[src/rtl/addsub_pkg.sv]
// Shared types and constants for the addsub scheduler.
package addsub_pkg;
  typedef enum logic {IDLE = 1'b0, BUSY = 1'b1} state_t;

  localparam logic OP_ADD = 1'b0;
  localparam logic OP_SUB = 1'b1;

  localparam int DEF_WIDTH = 8;
endpackage

[src/rtl/rr_arbiter.sv]
// Combinational round-robin pick: priority starts at ptr+1 and wraps modulo NREQ.
module rr_arbiter #(
  parameter int NREQ = 4,
  parameter int IW   = $clog2(NREQ)
) (
  input  logic [NREQ-1:0] req_i,
  input  logic [IW-1:0]   ptr_i,
  output logic [NREQ-1:0] gnt_o,
  output logic [IW-1:0]   idx_o
);
  int c;

  // Walk from farthest to nearest so the nearest requester after ptr wins last.
  always_comb begin
    gnt_o = '0;
    idx_o = '0;
    c     = 0;
    for (int i = NREQ; i >= 1; i--) begin
      c = (int'(ptr_i) + i) % NREQ;
      if (req_i[IW'(c)]) begin
        gnt_o = NREQ'(1) << IW'(c);
        idx_o = IW'(c);
      end
    end
  end
endmodule

[src/rtl/addsub_sched.sv]
// Round-robin scheduler sharing one external addsub datapath; one operation in flight.
module addsub_sched
  import addsub_pkg::*;
#(
  parameter int NREQ  = 4,
  parameter int WIDTH = DEF_WIDTH,
  parameter int LAT   = 1
) (
  input  logic                  iCLK,
  input  logic                  iRSTn,
  input  logic [NREQ-1:0]       iREQ,
  input  logic [NREQ-1:0]       iOPCODE,
  input  logic [NREQ*WIDTH-1:0] iDATAIN1,
  input  logic [NREQ*WIDTH-1:0] iDATAIN2,
  output logic [NREQ-1:0]       oGNT,
  output logic [NREQ-1:0]       oDONE,
  output logic [WIDTH-1:0]      oRESULT,
  output logic                  oBUSY,
  output logic                  oAS_OPCODE,
  output logic [WIDTH-1:0]      oAS_DATAIN1,
  output logic [WIDTH-1:0]      oAS_DATAIN2,
  input  logic [WIDTH-1:0]      iAS_DATAOUT
);
  localparam int IW = $clog2(NREQ);
  localparam int CW = $clog2(LAT + 1);

  state_t            state_q, state_d;
  logic [IW-1:0]     ptr_q, ptr_d, owner_q, owner_d;
  logic [CW-1:0]     cnt_q, cnt_d;
  logic [NREQ-1:0]   gnt_q, gnt_d, done_q, done_d;
  logic [WIDTH-1:0]  res_q, res_d, d1_q, d1_d, d2_q, d2_d;
  logic              op_q, op_d;

  logic [NREQ-1:0]   win_oh;
  logic [IW-1:0]     win_idx;
  logic              capture, grant;

  rr_arbiter #(.NREQ(NREQ), .IW(IW)) u_arb (
    .req_i (iREQ),
    .ptr_i (ptr_q),
    .gnt_o (win_oh),
    .idx_o (win_idx)
  );

  always_comb begin
    state_d = state_q;
    ptr_d   = ptr_q;
    owner_d = owner_q;
    cnt_d   = cnt_q;
    gnt_d   = '0;
    done_d  = '0;
    res_d   = res_q;
    op_d    = op_q;
    d1_d    = d1_q;
    d2_d    = d2_q;

    capture = (state_q == BUSY) && (cnt_q == '0);
    grant   = (|iREQ) && ((state_q == IDLE) || capture);

    if ((state_q == BUSY) && (cnt_q != '0)) cnt_d = cnt_q - CW'(1);

    if (capture) begin
      res_d   = iAS_DATAOUT;
      done_d  = NREQ'(1) << owner_q;
      state_d = IDLE;
    end

    // A grant on the capture edge overrides the return to IDLE (back-to-back issue).
    if (grant) begin
      state_d = BUSY;
      owner_d = win_idx;
      ptr_d   = win_idx;
      cnt_d   = CW'(LAT);
      gnt_d   = win_oh;
      op_d    = iOPCODE[win_idx];
      d1_d    = iDATAIN1[win_idx*WIDTH +: WIDTH];
      d2_d    = iDATAIN2[win_idx*WIDTH +: WIDTH];
    end
  end

  always_ff @(posedge iCLK or negedge iRSTn) begin
    if (!iRSTn) begin
      state_q <= IDLE;
      ptr_q   <= IW'(NREQ - 1);
      owner_q <= '0;
      cnt_q   <= '0;
      gnt_q   <= '0;
      done_q  <= '0;
      res_q   <= '0;
      op_q    <= 1'b0;
      d1_q    <= '0;
      d2_q    <= '0;
    end else begin
      state_q <= state_d;
      ptr_q   <= ptr_d;
      owner_q <= owner_d;
      cnt_q   <= cnt_d;
      gnt_q   <= gnt_d;
      done_q  <= done_d;
      res_q   <= res_d;
      op_q    <= op_d;
      d1_q    <= d1_d;
      d2_q    <= d2_d;
    end
  end

  assign oGNT        = gnt_q;
  assign oDONE       = done_q;
  assign oRESULT     = res_q;
  assign oBUSY       = (state_q == BUSY);
  assign oAS_OPCODE  = op_q;
  assign oAS_DATAIN1 = d1_q;
  assign oAS_DATAIN2 = d2_q;
endmodule
[config.mk]
export PLATFORM = sky130hd
export DESIGN_NAME = addsub_sched
export DESIGN_NICKNAME = d
export VERILOG_FILES = /design/src/rtl/addsub_pkg.sv /design/src/rtl/rr_arbiter.sv /design/src/rtl/addsub_sched.sv
export SDC_FILE = /design/constraint.sdc
export NUM_CORES = 1
export LEC_CHECK = 0
export ABC_AREA = 0
export BUFFER_PORTS_ARGS = -buffer_cell sky130_fd_sc_hd__buf_4
export CELL_PAD_IN_SITES_DETAIL_PLACEMENT = 1
export CELL_PAD_IN_SITES_GLOBAL_PLACEMENT = 1
export CORE_MARGIN = 3
export CORE_UTILIZATION = 36
export CTS_CLUSTER_DIAMETER = 40
export DETAILED_ROUTE_END_ITERATION = 10
export PLACE_DENSITY = 0.87
export SLEW_MARGIN = 30
export SYNTH_ARGS = -nofsm -noshare
export SYNTH_HDL_FRONTEND = slang
export SYNTH_SLANG_ARGS = --single-unit
[constraint.sdc]
create_clock -name iCLK -period 3.25 [get_ports iCLK]
set_input_delay 0.65 -clock iCLK [delete_from_list [all_inputs] [get_ports iCLK]]
set_output_delay 0.65 -clock iCLK [all_outputs]
set_load 0.05 [all_outputs]
==> impl_metrics.py, run 1 <==
metrics = {
    "clocking": {
        "hold_buffers": 0,
        "cts_sinks": 39,
        "post_cts_buffers": 0,
        "cts_tree": "yes",
        "worstSkewPairLatency_ns": 0.30,
        "cts_resized": 0,
        "cts_made_buffers": 5,
        "cts_root_buf": "clkbuf_8",
        "clkTransAtPathRegs_ns": 0.09,
        "cts_buffer_depth": 2,
        "cts_max_level": 2,
    },
    "route": {
        "vias_per_cell": 5.95,
        "wirelength_mm": 9.53,
        "routed.top_layer": "met4",
        "first_pass_iters": 4,
        "drtIter0Drc": 150,
        "m1WireLength_mm": 3.82,
        "routedWlPerCell_um": 19.8,
        "remaining_drc_errors": 0,
        "vias": 2867,
        "wl_met3_um": 746,
        "met2WireLength_mm": 4.92,
        "ant_nets": 0,
    },
    "logic_synthesis": {
        "syn-num-nets": 372,
        "netlist_area_um2": 2780,
        "synth_top_area_share_pct": 33.3,
        "syn_avg_cell_area_um2": 9.80,
        "synth_edf_count": 0,
        "synth-seq-cells": 39,
        "yosys_warnings": 0,
        "synthArstFlopShare_pct": 100,
        "synth_cells": 284,
        "synth_most_common_cell": "dfrtp_1",
        "synth-main-ff-cell": "dfrtp_1",
        "synth_cell_types": 39,
        "synth_area_leaders": "dfrtp_1 33%, mux2_2 11%, nand4_1 7.6%",
        "ys_seq_area_share_pct": 35.2,
        "yosysTopAreaCell": "dfrtp_1",
        "netlist_top_cells_count": "37 x dfrtp_1, 34 x nand4_1, 27 x mux2_2",
    },
    "flow_run": {
        "maxCapViolations": 0,
    },
    "setup_path": {
        "end_kind": "flip-flop",
        "worstPathMaxFanout": 22,
        "cp_data_required_time_ns": 3.48,
        "worstSetupPathType": "reg2reg",
        "cp.arrival_ns": 3.19,
        "start_kind": "flip-flop",
    },
    "timing": {
        "fin_setup_tns_ns": 0,
        "finalCritPeriodShare_pct": 90.9,
        "max_freq_mhz": 338,
        "period_minus_slack_ns": 2.95,
        "finalMaxSlewViolations": 0,
        "slew_headroom_pct": 39.1,
        "hold_violations": 0,
        "skew_ns": 0.0137,
        "worst_pin_slew_ns": 0.912,
        "postLayoutSetupSlackWorst_ns": 0.295,
        "finalSetupViolCount": 0,
        "rsz0062_at_grt": "no",
    },
    "floorplanning": {
        "dieArea_um2": 8820,
        "fp.dieW_um": 93.9,
        "num_io_pins": 116,
        "core_um2": 7370,
        "die_h_um": 93.9,
        "row_count": 31,
        "start_util_pct": 37.8,
    },
    "power_and_ir_drop": {
        "power_leakage_uw": 0.00167,
        "p_per_area_nw_per_um2": 1140,
        "irDropWorstVdd_mv": 0.509,
    },
    "placement": {
        "portBuffers": 115,
        "pre_cts_ws_ns": 0.203,
        "dp.final_hpwl_mm": 7.06,
        "gp_congestion": 0.842,
    },
    "global_routing": {
        "grt_remaining_overflow": 0,
        "grt_pass1_vias": 3008,
        "grtUsageTotal_pct": 21.9,
        "grt_max_degree": 40,
        "antenna_found_initial": 0,
        "grt_pass1_wl_mm": 15.4,
    },
    "finish": {
        "synthToLayoutAreaGrowth_pct": 34.8,
        "drive_above_1_share_pct": 46.7,
        "diodes": 0,
        "fin_nets": 470,
    },
    "run_status": {
        "outcome": "finished clean",
    },
    "hold_path": {
        "hold_path.class": "in2async",
    },
}
power by group:
part           switching (µW)  leakage, µW  internal (µW)  total, µW
Sequential                180     0.000472            721        901
Combinational            2010      0.00116           1040       3050
Clock                     180    0.0000412            150        331
flip-flops by register name, indices dropped and copies added, names as in the netlist:
register and cells:
ptr_q 2, cnt_q 1, owner_q 2, oRESULT 8, oBUSY 1, oGNT 4, oAS_DATAIN2 8, oAS_OPCODE 1
oAS_DATAIN1 8, oDONE 4
cells by family after synthesis:
logic type                 after synthesis  synth area share [%]
AOI/OAI and AO/OA                       79                  22.8
adders and majority gates                6                  2.70
buffers and inverters                   36                  7.42
DFF                                     39                  35.2
muxes                                   32                  13.6
and+or+nand+nor                         92                  18.3
cells in the final DEF, fill, tap and decap left out, types with 2 or more instances in the layout:
master	instances
a221oi_1	4
o21ai_0	3
nand4_1	34
a21oi_1	2
a31oi_1	2
clkbuf_8	5
and3b_1	2
o211ai_2	10
buf_4	123
mux2_2	27
mux2i_1	2
nand2_1	22
nor2_1	5
dfstp_2	2
dfrtp_1	37
a21o_1	5
ha_1	6
o211ai_1	7
o22ai_1	22
nor3_1	5
inv_1	4
mux4_2	2
nand3_1	17
o2111ai_1	17
final cells by class:
type | count | area, µm²
clock buffer | 6 | 72.6
clock inverter | 2 | 12.5
fill | 883 | 3620
inverter | 4 | 15.0
multi-input combinational | 209 | 1620
sequential | 39 | 978
tap | 99 | 124
timing repair buffer | 123 | 923
critical path, stage by stage (launching register included):
cell	delay, ns
dfstp_2	0.77
inv_1	0.18
ha_1	0.41
mux4_2	0.36
nand2b_4	0.21
a21oi_4	0.62
o211ai_1	0.21
nand4_1	0.12
through the flow:
step	power (µW)	cell area [µm²]	hold slack, ns	utilization [%]	cells
3_5_place_dp	3940	3660	0.494	49.7	474
6_report	4280	3750	0.318	50.9	482
4_1_cts	4280	3750	0.328	50.8	482
5_1_grt	4580	3750	0.345	50.9	482
3_3_place_gp	3830	3660	0.475	49.7	474
2_1_floorplan	3190	2780	0.354	-	284
path summary, 6_finish.rpt:
check / from / to / slack, ns / cells past startpoint
worst max-delay path: ptr_q[0] / oAS_DATAIN2[3] / 0.30 / 7
worst min-delay path: iRSTn / oAS_DATAIN2[6] / 0.32 / 1
worst max register to register: ptr_q[0] / oAS_DATAIN2[3] / 0.30 / 7
worst min register to register: oRESULT[1] / oRESULT[1] / 0.51 / 1
max in group asynchronous: iRSTn / ptr_q[0] / 2.56 / 1
min in group iCLK: oRESULT[1] / oRESULT[1] / 0.51 / 1
routing by layer:
metal / vias to the layer above / global-route usage (%)
li1: 1323 / -
met1: 1416 / 27.0
met2: 120 / 38.8
met3: 8 / 6.01
met4: 0 / 3.61
met5: - / 0
(Power assumes the default switching activity.)
==> inputs of run 2 (changes only) <==
PLACE_DENSITY = default   (was 0.87)
PLACE_DENSITY_LB_ADDON = 0.1   (was default)
==> impl_metrics.py, run 2 (same netlist as run 1, synthesis figures left out) <==
metrics = {
    "run_status": {
        "outcome": "finished clean",
    },
    "route": {
        "remaining_drc_errors": 0,
        "wirelength_mm": 9.38,
        "first_pass_iters": 4,
        "routedWlPerCell_um": 19.4,
        "vias": 2790,
        "vias_per_cell": 5.78,
        "ant_nets": 0,
        "drtIter0Drc": 122,
    },
    "clocking": {
        "cts_root_buf": "clkbuf_8",
        "post_cts_buffers": 0,
        "cts_tree": "yes",
        "cts_sinks": 39,
        "cts_resized": 0,
        "hold_buffers": 0,
        "clkTransAtPathRegs_ns": 0.09,
        "cts_max_level": 2,
        "cts_buffer_depth": 2,
        "cts_made_buffers": 5,
        "worstSkewPairLatency_ns": 0.30,
    },
    "floorplanning": {
        "num_io_pins": 116,
        "fp.dieW_um": 93.9,
        "die_h_um": 93.9,
        "row_count": 31,
        "core_um2": 7370,
        "start_util_pct": 37.8,
        "dieArea_um2": 8820,
    },
    "setup_path": {
        "max_stage_delay_ns": 0.68,
        "timing.rr.start": "ptr_q[0]",
        "r2r-end": "oAS_DATAIN1[1]",
        "worstSetupPathType": "reg2reg",
        "worstPathMaxFanout": 22,
        "cp.arrival_ns": 3.25,
        "cp_data_required_time_ns": 3.49,
        "path_cells": "inv_1, ha_1, mux4_2, nand2b_4, a21o_1, nand4_1, nand4_1",
        "critical_path.slowest_cell": "dfstp_2",
        "reg2regPathDepth": 7,
        "end_kind": "flip-flop",
        "ff2ff_setup_slack_ns": 0.24,
        "start_kind": "flip-flop",
        "path_common_cell": "nand4_1",
    },
    "power_and_ir_drop": {
        "p_int_uw": 1930,
        "p_per_area_nw_per_um2": 1140,
        "power_leakage_uw": 0.00168,
        "irDropWorstVdd_mv": 0.499,
        "pwr-share-seq_pct": 20.6,
        "clock_power_share_pct": 7.7,
        "p_comb_share_pct": 71.6,
        "power_switching_uw": 2370,
        "switching_share_pct": 55.2,
    },
    "global_routing": {
        "grt_remaining_overflow": 0,
        "grt_max_degree": 40,
        "grtUsageTotal_pct": 21.1,
        "antenna_found_initial": 0,
        "grt_pass1_vias": 2921,
        "grt_pass1_wl_mm": 14.7,
    },
    "finish": {
        "fin_nets": 471,
        "final_cell_mix": "124 x buf_4, 37 x dfrtp_1, 34 x nand4_1",
        "fillers": 843,
        "synthToLayoutAreaGrowth_pct": 35.6,
        "final_common_cell": "buf_4",
        "drive_above_1_share_pct": 47.1,
        "diodes": 0,
    },
    "timing": {
        "fin_hold_ws_ns": 0.324,
        "slew_headroom_pct": 37.7,
        "finalSetupViolCount": 0,
        "worst_pin_slew_ns": 0.931,
        "rsz0062_at_grt": "no",
        "period_minus_slack_ns": 3.01,
        "fin_setup_tns_ns": 0,
        "hold_violations": 0,
        "max_freq_mhz": 332,
        "finalMaxSlewViolations": 0,
        "skew_ns": 0.0191,
        "finalCritPeriodShare_pct": 92.6,
    },
    "placement": {
        "dp.final_hpwl_mm": 6.76,
        "portBuffers": 115,
        "gp_congestion": 0.751,
    },
    "hold_path": {
        "hold_path.class": "in2async",
    },
    "flow_run": {
        "maxCapViolations": 0,
    },
}
[run 2: worst max path at each step]
stage | slack [ns] | endpoint | start
after CTS | 0.23 | oAS_DATAIN1[1] | ptr_q[0]
final | 0.24 | oAS_DATAIN1[1] | ptr_q[0]
after global routing | 0.04 | oAS_DATAIN2[5] | ptr_q[0]
after floorplan | 0.42 | oAS_DATAIN1[1] | ptr_q[0]
after global placement | 0.37 | oAS_DATAIN2[5] | ptr_q[0]
after detailed placement | 0.23 | oAS_DATAIN1[1] | ptr_q[0]
[run 2: area by class of cell]
cell class                 count  area, µm²  area share, %
inverter                       4       15.0          0.398
multi-input combinational    209       1640           43.3
clock buffer                   5       68.8           1.82
clock inverter                 3       20.0          0.531
timing repair buffer         124        931           24.7
sequential                    39        978           25.9
tap                           99        124           3.28
[run 2: power by group through the flow]
stage,combinational [µW],clock [µW],sequential (µW)
global route,3320,364,920
finish,3080,333,888
CTS,3090,346,888
global placement,3030,0,878
floorplan,1710,0,1480
detailed placement,3100,0,891
[run 2: metal layers]
| layer | GRT usage, % | part of all wire, % | routed length [µm] | up-vias |
|---|---|---|---|---|
| met5 | 0 | 0 | 0 | - |
| li1 | - | - | - | 1324 |
| met1 | 25.4 | 42 | 3970 | 1384 |
| met2 | 38.8 | 52 | 4860 | 73 |
| met4 | 5.17 | 1.1 | 106 | 0 |
| met3 | 3.45 | 4.8 | 449 | 9 |
[run 2: critical path, delay by kind of cell (launching register included)]
family	cells	cell delay [ns]
flip-flops	1	0.68
multiplexers	1	0.43
buffers and inverters	1	0.16
AO/OA/AOI/OAI	1	0.63
adder cells (fa/ha/maj)	1	0.40
AND/OR/NAND/NOR	3	0.64
[run 2: metrics by stage]
step | util (%) | setup WS, ns | std cells | instance area (µm²) | total power [µW]
finish | 51.2 | 0.241 | 483 | 3770 | 4300
global route | 51.2 | 0.0369 | 483 | 3770 | 4610
CTS | 51.1 | 0.233 | 483 | 3760 | 4330
detailed placement | 49.8 | 0.228 | 475 | 3670 | 3990
global placement | 49.8 | 0.372 | 475 | 3670 | 3910
floorplan | - | 0.422 | 284 | 2780 | 3190
==> inputs of run 3 (changes only) <==
BUFFER_PORTS_ARGS = default   (was -buffer_cell sky130_fd_sc_hd__buf_4)
CORE_UTILIZATION = 48   (was 36)
DONT_BUFFER_PORTS = 1   (was default)
SYNTH_HIERARCHICAL = 1   (was default)
==> impl_metrics.py, run 3 <==
metrics = {
    "logic_synthesis": {
        "ys_seq_area_share_pct": 40.8,
        "synth_cells": 175,
        "netlist_area_um2": 2400,
        "synth_edf_count": 0,
        "syn_avg_cell_area_um2": 13.7,
        "synth_compound_area_share_pct": 7.25,
        "synth-main-ff-cell": "dfrtp_1",
        "synth_area_leaders": "dfrtp_1 39%, mux2_2 15%, mux4_2 12%",
        "synthArstFlopShare_pct": 100,
        "yosysTopAreaCell": "dfrtp_1",
        "yosys_warnings": 6,
        "synth_top_area_share_pct": 38.6,
        "syn-num-nets": 263,
        "netlist_top_cells_count": "37 x dfrtp_1, 31 x mux2_2, 13 x mux4_2",
        "synthAdderAreaFrac_pct": 3.13,
        "yosys.area_share.simple_pct": 6.42,
        "synth_top_family_by_area": "multiplexers",
        "synth_most_common_cell": "dfrtp_1",
        "synth_mux_area_share_pct": 36.7,
        "synth_cell_types": 36,
        "synthXorXnorAreaFrac_pct": 0,
        "synth-seq-cells": 39,
    },
    "clocking": {
        "hold_buffers": 0,
        "cts_max_level": 2,
        "cts_sinks": 39,
        "post_cts_buffers": 0,
        "cts_root_buf": "clkbuf_8",
        "worstSkewPairLatency_ns": 0.28,
        "cts_buffer_depth": 2,
        "cts_resized": 0,
        "clkTransAtPathRegs_ns": 0.08,
        "cts_made_buffers": 5,
        "cts_tree": "yes",
    },
    "floorplanning": {
        "dieArea_um2": 5880,
        "die_h_um": 76.7,
        "start_util_pct": 50.1,
        "num_io_pins": 116,
        "core_um2": 4790,
        "fp.dieW_um": 76.7,
        "row_count": 25,
    },
    "power_and_ir_drop": {
        "power_leakage_uw": 0.00105,
        "p_per_area_nw_per_um2": 1380,
        "irDropWorstVdd_mv": 0.649,
    },
    "flow_run": {
        "maxCapViolations": 0,
    },
    "setup_path": {
        "end_kind": "flip-flop",
        "cp.arrival_ns": 3.31,
        "critPathTopFamily": "multiplexers",
        "critical_path.slowest_cell": "mux4_1",
        "max_stage_delay_ns": 0.56,
        "cp.buffers_inverters": 2,
        "path_common_cell": "mux2_2",
        "path_cells": "inv_1, ha_1, mux2i_1, mux2_2, a31oi_1, o22ai_2, buf_12, mux4_1, mux2_2",
        "cp_data_required_time_ns": 3.42,
        "worstPathMaxFanout": 19,
        "start_kind": "flip-flop",
        "worstSetupPathType": "reg2reg",
    },
    "global_routing": {
        "grtUsageTotal_pct": 18.0,
        "grt_remaining_overflow": 0,
        "grt_pass1_wl_mm": 8.33,
        "grt_max_degree": 40,
        "grt_pass1_vias": 1563,
        "antenna_found_initial": 0,
    },
    "route": {
        "drtIter0Drc": 39,
        "first_pass_iters": 4,
        "ant_nets": 0,
        "routedWlPerCell_um": 22.2,
        "remaining_drc_errors": 0,
        "wirelength_mm": 5.37,
        "vias": 1476,
        "vias_per_cell": 6.10,
    },
    "finish": {
        "final_common_cell": "dfrtp_1",
        "fin_nets": 262,
        "multi_input_area_um2": 1290,
        "drive_above_1_share_pct": 38.3,
        "final_cell_mix": "37 x dfrtp_1, 31 x mux2_2, 13 x mux4_2",
        "postLayoutCellArea_um2": 2520,
        "diodes": 0,
        "fillers": 482,
        "regArea_um2": 978,
        "synthToLayoutAreaGrowth_pct": 5.32,
    },
    "hold_path": {
        "hold_path.class": "in2async",
    },
    "timing": {
        "finalMaxSlewViolations": 0,
        "rsz0062_at_grt": "no",
        "slew_headroom_pct": 41.6,
        "skew_ns": 0.00878,
        "fin_hold_ws_ns": 0.0545,
        "finalSetupViolCount": 0,
        "fin_setup_tns_ns": 0,
        "hold_violations": 0,
        "finalCritPeriodShare_pct": 96.5,
        "max_freq_mhz": 319,
        "period_minus_slack_ns": 3.14,
        "worst_pin_slew_ns": 0.875,
    },
    "placement": {
        "portBuffers": 0,
        "placed_cell_area_um2": 2440,
        "dp.final_hpwl_mm": 4.15,
        "gp_congestion": 0.789,
    },
    "run_status": {
        "outcome": "finished clean",
    },
}
run 3: power breakdown:
group | internal [µW] | switching, µW
logic | 915 | 723
registers | 709 | 820
clock network | 150 | 162
run 3: logic make-up after synthesis:
group,count (synthesis)
multiplexers,58
flip-flops,39
AND/OR/NAND/NOR,26
AO/OA/AOI/OAI,24
buffers and inverters,22
adder cells (fa/ha/maj),6
run 3: routing by layer:
layer	share of wire, %	track usage (%)
met4	0.32	3.26
met3	8.8	6.46
met5	0	0
met2	49	28.3
met1	42	24.3
run 3: final timing paths:
kind,startpoint,endpoint,slack (ns),depth (start not counted)
worst max-delay path,ptr_q[0],oAS_DATAIN1[6],0.11,9
worst min-delay path,iRSTn,oAS_DATAIN2[2],0.05,0
worst max register to register,ptr_q[0],oAS_DATAIN1[6],0.11,9
worst min register to register,owner_q[1],oDONE[1],0.52,1
max in group asynchronous,iRSTn,ptr_q[0],3.02,0
min in group iCLK,iREQ[2],oBUSY,0.51,2
run 3: area by class of cell:
| class | count | area share, % |
|---|---|---|
| multi-input combinational | 114 | 51.1 |
| sequential | 39 | 38.8 |
| tap | 67 | 3.32 |
| clock buffer | 6 | 2.87 |
| timing repair buffer | 6 | 2.28 |
| inverter | 8 | 1.19 |
| clock inverter | 2 | 0.496 |
run 3: worst register-to-register path, delay by kind of cell, from the launching register on:
kind | cells | cell delay, ns
buf+inv | 2 | 0.31
flops | 1 | 0.53
fa+ha+maj | 1 | 0.54
mux | 4 | 1.35
compound gates | 2 | 0.30
run 3: per-stage QoR:
stage	setup slack, ns	utilization [%]	std cells	total power (µW)
floorplan	0.00967	-	175	2940
global placement	0.310	51.0	234	3090
detailed placement	0.129	51.0	234	3190
CTS	0.105	52.7	242	3510
global route	0.00317	52.8	242	3700
finish	0.114	52.8	242	3480
